### src/rtl/smpl_circuit_core.sv
// Combinational x/y gate network with registered copies, a saturating x-high counter
// and optional input-coverage tracking enabled by SMPL_CIRCUIT_COVER_EN.
module smpl_circuit_core #(
  parameter int CNT_W = 8
) (
  output logic             x,
  output logic             y,
  input  logic             A,
  input  logic             B,
  input  logic             C,
  input  logic             clk,
  input  logic             rst_n,
  output logic             x_q,
  output logic             y_q,
  output logic [CNT_W-1:0] x_cnt,
  output logic [7:0]       seen,
  output logic             all_seen
);

  logic             x_p1;
  logic             y_p1;
  logic [CNT_W-1:0] cnt_p1;

  function automatic logic [CNT_W-1:0] sat_inc(input logic [CNT_W-1:0] v);
    logic [CNT_W-1:0] one;
    one = {{(CNT_W-1){1'b0}}, 1'b1};
    return (v == {CNT_W{1'b1}}) ? v : v + one;
  endfunction

  // Continuous assigns keep plain gate X-propagation; no clock or reset involvement.
  assign x = (A & B) | ~C;
  assign y = ~C;

  // ---- stage p1: registered outputs and counter ----
  always_ff @(posedge clk) begin
    if (!rst_n) begin
      x_p1   <= 1'b0;
      y_p1   <= 1'b0;
      cnt_p1 <= '0;
    end else begin
      x_p1 <= x;
      y_p1 <= y;
      if (x) cnt_p1 <= sat_inc(cnt_p1);
    end
  end

  assign x_q   = x_p1;
  assign y_q   = y_p1;
  assign x_cnt = cnt_p1;

`ifdef SMPL_CIRCUIT_COVER_EN
  logic [7:0] seen_p1;

  // Sticky mask: one bit per {A,B,C} combination observed at a clock edge.
  always_ff @(posedge clk) begin
    if (!rst_n) seen_p1 <= 8'h00;
    else        seen_p1 <= seen_p1 | (8'h01 << {A, B, C});
  end

  assign seen     = seen_p1;
  assign all_seen = (seen_p1 == 8'hFF);
`else
  assign seen     = 8'h00;
  assign all_seen = 1'b0;
`endif

endmodule

### config.mk
export PLATFORM = sky130hd
export DESIGN_NAME = smpl_circuit_core
export DESIGN_NICKNAME = d
export VERILOG_FILES = /design/src/rtl/smpl_circuit_core.sv
export SDC_FILE = /design/constraint.sdc
export NUM_CORES = 1
export LEC_CHECK = 0
export BUFFER_PORTS_ARGS = -buffer_cell sky130_fd_sc_hd__buf_2
export CORE_AREA = 2 2 39 41
export DETAILED_ROUTE_END_ITERATION = 10
export DIE_AREA = 0 0 41 43
export GPL_ROUTABILITY_DRIVEN = 0
export GPL_TIMING_DRIVEN = 0
export PLACE_DENSITY = 0.76
export SYNTH_ARGS = -nofsm -noshare
export SYNTH_HDL_FRONTEND = slang
export SYNTH_SLANG_ARGS = --single-unit
### constraint.sdc
create_clock -name clk -period 4.05 [get_ports clk]
set_input_delay 0.405 -clock clk [delete_from_list [all_inputs] [get_ports clk]]
set_output_delay 0.405 -clock clk [all_outputs]
set_load 0.02 [all_outputs]
# Yosys cells after proc, flatten, opt, wreduce, memory -nomap -nowiden
# Cells that the tools add are included.
dict set report classes {
  bitwise_logic 4
  eq_ne 1
  addsub 1
  reduce_logical 1
}
# op n
set ops {}
lappend ops {{$add 8x1->8 const B} 1}
lappend ops {{$eq 8x8->1 const B} 1}
lappend ops {{$not 1->1} 2}
lappend ops {{$reduce_and 2->1} 1}
lappend ops {{$and 1x1->1} 1}
lappend ops {{$or 1x1->1} 1}
dict set report word_totals {
  in_bits 5
  elab_cells 10
  reg_bits 10
}

# Depth between registers and ports, before layout
# Gate-level depths: netlist (run 1).
dict set report depth {
  word_depth 3
  depth_mapped 4
  mapped_depth_nobuf 4
}

# Worst setup path before layout (run 1)
# OpenSTA, ideal clock, no wires.
dict set report synth_timing {
  path_kind {register to register}
  from {reg cnt_p1[0], in the netlist x_cnt[0]}
  to {reg cnt_p1[5], in the netlist x_cnt[5]}
  path_buffers 0
  required_ns 3.906
  setup_time_ns 0.144
  synth_period_minus_slack_ns 1.483
  t_arrival_ns 1.340
  path_stages_with_launch 5
  slack_ns 2.567
  cell_sequence {dfxtp_1 > ha_1 > and4_2 > a21oi_1 > a311oi_1}
}
dict set report synth_via {
  elab_chain_cells 3
  word_cells_on_any_way 4
}
# item line
set synth_rtl {}
lappend synth_rtl {{from (decl)} 22} ;# logic [CNT_W-1:0] cnt_p1;
lappend synth_rtl {{from (signal assigned)} 43} ;# if (x) cnt_p1 <= sat_inc(cnt_p1);
lappend synth_rtl {{branches (longest 3 deep; another with $add 8x1->8)} --}
# Parallel ways; which one is timed is not known.
# A chain may end at the register's enable or synchronous reset.

# Worst setup path in the final report (run 1)
# Ends and elaborated chain as after synthesis.

==> impl_metrics.yaml, run 1 <==
layout:
  drive_above_1_share_pct: 36.36
  insertedDiodeCount: 0
  final_common_cell: "buf_2"
  final_cell_mix: "16 x buf_2, 10 x dfxtp_1, 9 x buf_4, 9 x conb_1, 6 x nand2_1"
  area_growth_pct: 28.11
  final_area_um2: 695.7
  fin_nets: 96
  fill_cells: 134
floorplanning:
  row_count: 14
  die_x_um: 41
  start_util_pct: 39.24
  core_area_mm2: 0.001384
  die-area_mm2: 0.001763
  io_pins: 26
  die_h_um: 43
worst_setup_path:
  startpoint_type: "register"
  reg2reg_to: "x_cnt[5]"
  r2r_start: "x_cnt[0]"
  rr_worst_depth: 4
  worstPathRequired_ps: 4180
  crit_fanout: 6
  crit_path_end_kind: "register"
  critical_path_arrival_ps: 1720
  path_class: "reg -> reg"
  r2r_slack_ps: 2460
synth:
  synth_edf_count: 0
  avgSynthCellArea_um2: 8.902
  yosysSeqAreaShare_pct: 36.87
  syn_area_um2: 543.0
  ys_async_sr_fraction_pct: 0
  synth-seq-cells: 10
  synthFlopType: "dfxtp_1"
  synth.distinct_cells: 27
  ys_warn_count: 0
  postSynthCellCount: 61
sta:
  period_needed_ps: 1590
  hold_viol: 0
  fin_crit_sh_pct: 39.27
  fin_tns_setup_ps: 0
  clock_skew_ps: 1.033
  setup_slack_ps: 2460
  rsz0062_at_grt: "no"
  clock.fmax_mhz: 628.8
  drv_slew: 0
  setup_viol: 0
drt:
  wl_mm: 1.134
  vias: 512
  drtAntennaViolNets: 0
  vias_per_cell: 4.923
  drc: 0
  dr.pass1.iters: 4
  drtIter0Drc: 13
  wl_per_cell_um: 10.90
clocking:
  cts_setup_buffers: 0
  cts_hold_buf: 0
  cts-root-buf: "clkbuf_4"
  clock_latency_ps: 260
  h-tree-depth: 1
  cts_made_buffers: 3
  clk_pin_slew_worst_paths_ps: 70
  cts_sinks: 10
  cts_resized: 0
  max-clock-path-buffers: 2
  cts_tree: "built"
placed_design:
  placed_cell_area_um2: 673.1
  dp_slack_ps: 2462
  dpl.hpwl_um: 893.2
  portBuffers: 16
run:
  max-cap-violations: 0
hold_path:
  min_path_cells: 2
  hold_end: "y_q"
  hold_path_class: "in -> reg"
  min_from: "C"
global_route:
  grt_max_degree: 10
  track_usage_pct: 13.98
  first_global_vias: 422
  antenna_found_initial: 0
  grt_remaining_overflow: 0
  grt_pass1_wl_mm: 1.690
power_and_ir_drop:
  ir_worst_vdd_v: 0.0001200
  powerDensity_mw_per_mm2: 311.4
  p_leak_uw: 0.0003487
status:
  status: "completed"
-- per-stage QoR --
step / hold slack (ps) / std cells / total power, uW / util, %
after floorplan: 477.4 / 69 / 138.9 / -
after global placement: 495.8 / 101 / 148.9 / 48.64
after detailed placement: 523.2 / 101 / 150.6 / 48.64
after CTS: 315.1 / 104 / 219.1 / 50.27
after global routing: 320.1 / 104 / 227.1 / 50.27
final: 317.5 / 104 / 216.6 / 50.27
-- synth_stat cells, drive strengths merged (2+ instances only) --
| cell type | instances | share of area (%) |
|---|---|---|
| a21oi | 2 | 1.8 |
| nand2 | 6 | 4.1 |
| inv | 4 | 2.8 |
| dfxtp | 10 | 37 |
| buf | 9 | 12 |
| nor2 | 4 | 2.8 |
| nand2b | 2 | 2.3 |
| a311oi | 3 | 4.8 |
| nand3 | 2 | 2.8 |
| mux2i | 3 | 5.5 |
-- flip-flops by register name (all words and copies together), names as in the netlist --
signal / flops
y_q: 1
x_q: 1
x_cnt: 8
-- kinds of logic (layout without fill, tap and decap cells) --
group           count (synthesis)  count (layout)  synth area share (%)
buf+inv                        13              32                 15.21
flops                          10              10                 36.87
other cells                     1               9                0.6906
compound gates                 11              11                 16.59
fa+ha+maj                       1               1                 2.304
simple gates                   22              22                 22.81
mux                             3               3                 5.530
-- where the power goes --
part | total [uW] | leakage (uW) | switching, uW | internal, uW
Sequential | 106 | 0.0000816 | 4.08 | 102
Combinational | 42.0 | 0.000253 | 26.2 | 15.8
Clock | 68.3 | 0.0000138 | 34.0 | 34.3
Total | 217 | 0.000349 | 64.2 | 152
-- worst max-delay path by stage --
stage                        start       end  slack [ps]  depth (start not counted)
after CTS                 x_cnt[0]  x_cnt[5]        2450                          4
final                     x_cnt[0]  x_cnt[5]        2460                          4
after floorplan           x_cnt[0]  x_cnt[5]        2570                          4
after detailed placement  x_cnt[0]  x_cnt[5]        2460                          4
after global routing      x_cnt[0]  x_cnt[5]        2370                          4
after global placement    x_cnt[0]  x_cnt[5]        2480                          4
-- critical path, cell delays in order, from the launching register on --
cell	delay (ps)
dfxtp_1	360
ha_1	280
and4_2	290
a21oi_1	370
a311oi_1	160
-- per-layer routing --
layer	vias up	part of all wire, %	global-route usage [%]
met2	24	52	23.44
met3	0	7.8	3.141
met5	-	0	0
met1	230	41	14.89
li1	258	-	-
met4	0	0	8.000
-- final cells by class --
class	count	area, um2	area share (%)
multi-input cells	46	290.3	41.73
inverters	4	15.01	2.158
plain buffers	9	67.56	9.712
well taps	16	20.02	2.878
flip-flops and latches	10	200.2	28.78
repair buffers	16	80.08	11.51
clock buffers	3	22.52	3.237
No activity file was read; power rests on OpenSTA's default activity.
==> run 2, diff against run 1 <==
ABC_AREA = 1   (was default)
CORE_AREA = default   (was 2 2 39 41)
CORE_UTILIZATION = 45   (was default)
DIE_AREA = default   (was 0 0 41 43)
PLACE_DENSITY = 0.8   (was 0.76)
clock period = 1.65 ns   (was 4.05 ns; I/O delays follow)
==> impl_metrics.yaml, run 2 <==
synth:
  synth_top_area_share_pct: 32.59
  ys_top_cells_by_area: "dfxtp_1 33%, buf_4 12%, nand2_1 12%"
  synth_edf_count: 0
  synth_top_cell_by_area: "dfxtp_1"
  synth-seq-cells: 10
  synthFlopType: "dfxtp_1"
  syn_area_um2: 614.3
  synth_most_common_cell: "nand2_1"
  yosysSeqAreaShare_pct: 32.59
  ys_async_sr_fraction_pct: 0
  postSynthCellCount: 92
  avgSynthCellArea_um2: 6.678
  ys_warn_count: 0
  ys_top_cells_by_count: "20 x nand2_1, 18 x nor2_1, 10 x buf_4, 10 x dfxtp_1, 10 x inv_1"
  synth.distinct_cells: 16
worst_setup_path:
  r2r_start: "x_cnt[0]"
  critical_path.endpoint: "x_cnt[5]"
  crit_fanout: 8
  rr_worst_depth: 6
  crit_path_end_kind: "register"
  worstPathCellList: "ha_1 > nand3_2 > inv_2 > nand3_4 > a21oi_1 > nor2_1"
  crit_slowest_cell: "dfxtp_1"
  worstPathRequired_ps: 1810
  path_class: "reg -> reg"
  startpoint_type: "register"
  crit_path_start: "x_cnt[0]"
  critical_path_arrival_ps: 1410
  crit_path_max_incr_delay_ps: 400
  r2r_slack_ps: 400
  reg2reg_to: "x_cnt[5]"
clocking:
  cts_setup_buffers: 0
  cts-root-buf: "clkbuf_4"
  cts_tree: "built"
  clk_pin_slew_worst_paths_ps: 70
  h-tree-depth: 1
  cts_sinks: 10
  clock_latency_ps: 260
  max-clock-path-buffers: 2
  cts_made_buffers: 3
  cts_resized: 0
  cts_hold_buf: 0
sta:
  setup_slack_ps: 402.7
  fin_crit_sh_pct: 75.59
  rsz0062_at_grt: "no"
  hold_viol: 0
  drv_slew: 0
  setup_viol: 0
  fin_tns_setup_ps: 0
  clock_skew_ps: 5.203
  clock.fmax_mhz: 801.7
  hold-worst-slack_ps: 114.2
  period_needed_ps: 1247
drt:
  drtIter0Drc: 14
  vias: 576
  drc: 0
  wl_per_cell_um: 8.159
  wl_mm: 1.077
  drtAntennaViolNets: 0
  vias_per_cell: 4.364
  dr.pass1.iters: 4
hold_path:
  min_from: "C"
  hold_path_class: "in -> reg"
placed_design:
  dpl.hpwl_um: 871.1
  dp.cells: 129
  portBuffers: 15
  dp_slack_ps: 417.3
layout:
  largest_reg_flops: 8
  area_growth_pct: 23.63
  drive_above_1_share_pct: 31.36
  layoutNonFillerInstCount: 132
  fin_nets: 126
  insertedDiodeCount: 0
  final_common_cell: "nand2_1"
  final_cell_mix: "20 x nand2_1, 18 x nor2_1, 15 x buf_2"
global_route:
  grt_remaining_overflow: 0
  grt_pass1_wl_mm: 1.662
  antenna_found_initial: 0
  first_global_vias: 462
  track_usage_pct: 16.61
  grt_max_degree: 10
run:
  max-cap-violations: 0
floorplanning:
  core_area_mm2: 0.001186
  start_util_pct: 51.79
  io_pins: 26
  row_count: 12
  die_h_um: 38.95
  die_x_um: 38.95
  die-area_mm2: 0.001517
power_and_ir_drop:
  powerDensity_mw_per_mm2: 692.7
  p_leak_uw: 0.0004114
  p_total_uw: 526.1
  ir_worst_vdd_v: 0.0004437
status:
  status: "completed"
==> run 2: cell types whose count changed after synthesis, sizes merged, moves of 2 or more <==
cell    delta
a21oi      +2
a311oi     -3
inv       +10
mux2i      -3
nand2     +15
nand2b     -2
nand3      +7
nor2      +14
==> run 2: logic make-up after synthesis <==
logic type,Yosys count,synth area share (%)
adder cells (fa/ha/maj),1,2.036
flip-flops,10,32.59
AND/OR/NAND/NOR,52,40.73
other,1,0.6104
AO/OA/AOI/OAI,4,3.259
buffers and inverters,24,20.77
==> run 2: how the worst min path moves through the flow <==
stage	slack, ps	cells after the start	to
floorplan	240	1	y_q
global placement	380	2	y_q
detailed placement	390	2	y_q
CTS	110	2	y_q
global route	120	2	y_q
finish	110	2	y_q
==> run 2: area by class of cell <==
class,instances,area (um2)
fillers,131,426.7
multi-input cells,66,316.6
flip-flops and latches,10,200.2
repair buffers,15,75.07
plain buffers,10,75.07
inverters,14,52.55
clock buffers,3,22.52
well taps,14,17.52
==> run 2: per-layer routing <==
metal | up-vias | global-route usage, % | share of wire [%]
li1 | 317 | - | -
met1 | 237 | 19.44 | 48
met2 | 19 | 25.83 | 43
met3 | 3 | 5.202 | 6.7
met4 | 0 | 10.34 | 1.7
met5 | - | 0 | 0
==> run 2: power breakdown <==
group / switching, uW / leakage [uW] / internal (uW) / total, uW
logic: 62.7 / 0.000316 / 39.6 / 102
registers: 7.67 / 0.0000817 / 250 / 258
clock network: 81.6 / 0.0000138 / 84.2 / 166
==> run 2: stage by stage <==
step / util [%] / area (um2)
after global routing: 64.03 / 759.5
final: 64.03 / 759.5
after CTS: 64.03 / 759.5
after detailed placement: 62.13 / 737.0
after global placement: 62.13 / 737.0
after floorplan: - / 644.4
==> run 2: worst max-delay path: cells and delay by family (launching register included) <==
| family | cells | cell delay (ps) |
|---|---|---|
| AO/OA/AOI/OAI | 1 | 160 |
| buffers and inverters | 1 | 100 |
| flip-flops | 1 | 400 |
| adder cells (fa/ha/maj) | 1 | 230 |
| AND/OR/NAND/NOR | 3 | 260 |
==> run 3, diff against run 2 <==
clock period = 1.29 ns   (was 1.65 ns; I/O delays follow)
==> impl_metrics.yaml, run 3 (same netlist as run 2, synthesis figures left out) <==
clocking:
  clk_pin_slew_worst_paths_ps: 60
  cts_hold_buf: 0
  h-tree-depth: 1
  cts_made_buffers: 3
  max-clock-path-buffers: 2
  cts-root-buf: "clkbuf_4"
  clock_latency_ps: 270
  cts_tree: "built"
  cts_sinks: 10
drt:
  vias: 582
  drc: 0
  wl_per_cell_um: 8.220
  drtAntennaViolNets: 0
  vias_per_cell: 4.409
  wl_mm: 1.085
  dr.pass1.iters: 4
  drtIter0Drc: 9
worst_setup_path:
  path_class: "reg -> reg"
  worstPathRequired_ps: 1450
  worstPathCellList: "ha_2 > nand3_2 > inv_2 > nand3_4 > a21oi_1 > nor2_1"
  critical_path_arrival_ps: 1350
  crit_fanout: 8
  crit_path_start: "x_cnt[1]"
  crit_path_end_kind: "register"
  crit_slowest_cell: "dfxtp_1"
  path_buf_inv: 1
  r2r_start: "x_cnt[1]"
  r2r_slack_ps: 100
  startpoint_type: "register"
  crit_path_max_incr_delay_ps: 360
  critPathTopFamily: "flip-flops"
power_and_ir_drop:
  clkPwrFrac_pct: 31.4
  sequentialPowerShare_pct: 49.2
  powerDensity_mw_per_mm2: 876.3
  ir_worst_vdd_v: 0.0004765
  p_leak_uw: 0.0004104
  internal-power_uw: 479.9
  swShare_pct: 28.60
  power_frac_comb_pct: 19.4
  p_switching_uw: 192.2
layout:
  fill_cells: 117
  final_cell_mix: "20 x nand2_1, 18 x nor2_1, 15 x buf_2"
  insertedDiodeCount: 0
  fin_nets: 126
  drive_above_1_share_pct: 33.90
  area_growth_pct: 24.85
  final_common_cell: "nand2_1"
  largest_reg_flops: 8
  layoutNonFillerInstCount: 132
status:
  status: "completed"
placed_design:
  dp.cells: 129
  portBuffers: 15
  dpl.hpwl_um: 883.3
run:
  max-cap-violations: 0
sta:
  hold_viol: 0
  fin_crit_sh_pct: 92.24
  setup_viol: 0
  fin_tns_setup_ps: 0
  clock_skew_ps: 1.306
  rsz0062_at_grt: "no"
  clock.fmax_mhz: 840.4
  drv_slew: 0
  period_needed_ps: 1190
global_route:
  first_global_vias: 467
  antenna_found_initial: 0
  grt_pass1_wl_mm: 1.718
  track_usage_pct: 17.27
  grt_max_degree: 10
  grt_remaining_overflow: 0
floorplanning:
  start_util_pct: 51.79
  core_area_mm2: 0.001186
  die_x_um: 38.95
  die_h_um: 38.95
  io_pins: 26
  row_count: 12
  die-area_mm2: 0.001517
hold_path:
  hold_path_class: "in -> reg"
  min_from: "C"
==> run 3: cell types whose count changed in the layout (fill, tap and decap cells not counted) <==
cell / previous run / this run
dfxtp_2: 0 / 1
a21oi_2: 0 / 1
dfxtp_1: 10 / 9
ha_2: 0 / 1
ha_1: 1 / 0
a21oi_1: 4 / 3
==> run 3: worst register-to-register path, stage by stage, from the launching register on <==
cell     delay, ps
dfxtp_1        360
ha_2           210
nand3_2         90
inv_2          100
nand3_4        110
a21oi_1        160
nor2_1          60
==> run 3: power by group through the flow <==
stage          clock (uW)  combinational (uW)  sequential [uW]
3_5_place_dp            0                 130              337
3_3_place_gp            0                 128              337
6_report              211                 131              330
2_1_floorplan           0                88.5              351
5_1_grt               231                 145              332
4_1_cts               218                 130              331
==> run 3: metrics by stage <==
stage | setup WS [ps] | hold slack [ps] | cell area [um2] | utilization (%) | total power (uW)
after detailed placement | 89.97 | 362.6 | 738.2 | 62.24 | 467.6
after floorplan | 2.285 | 201.4 | 645.6 | - | 440.0
after global routing | 2.520 | 81.89 | 767.0 | 64.66 | 708.9
final | 100.0 | 79.41 | 767.0 | 64.66 | 672.1
after CTS | 84.09 | 76.55 | 760.7 | 64.13 | 678.9
after global placement | 101.3 | 349.0 | 738.2 | 62.24 | 465.5
==> run 3: per-layer routing <==
metal	vias to the layer above	global-route usage (%)	wire length, um	share of wire, %
li1	320	-	-	-
met1	236	17.89	477	44
met2	22	28.75	497	46
met3	4	5.202	86	7.9
met4	0	12.93	24	2.2
met5	-	0	0	0
==> run 3: final timing paths <==
kind	endpoint	depth (start not counted)
setup reg to reg	x_cnt[5]	6
hold / removal	y_q	2
hold reg to reg	x_cnt[4]	2
setup / recovery	x_cnt[5]	6
==> run 3: layout make-up <==
cell class	count	area (um2)	share of cell area, %
Buffer	10	75.07	9.788
Clock buffer	3	22.52	2.936
Inverter	14	52.55	6.852
Multi-Input combinational cell	66	322.8	42.09
Sequential cell	10	201.4	26.26
Tap cell	14	17.52	2.284
Timing Repair Buffer	15	75.07	9.788
==> run 3: repair_timing <==
| action | 4_1_cts | 5_1_grt |
|---|---|---|
| gates resized for setup | 0 | 2 |
| setup buffers | 0 | 0 |
| endpoints found under the setup margin | 0 | 1 |
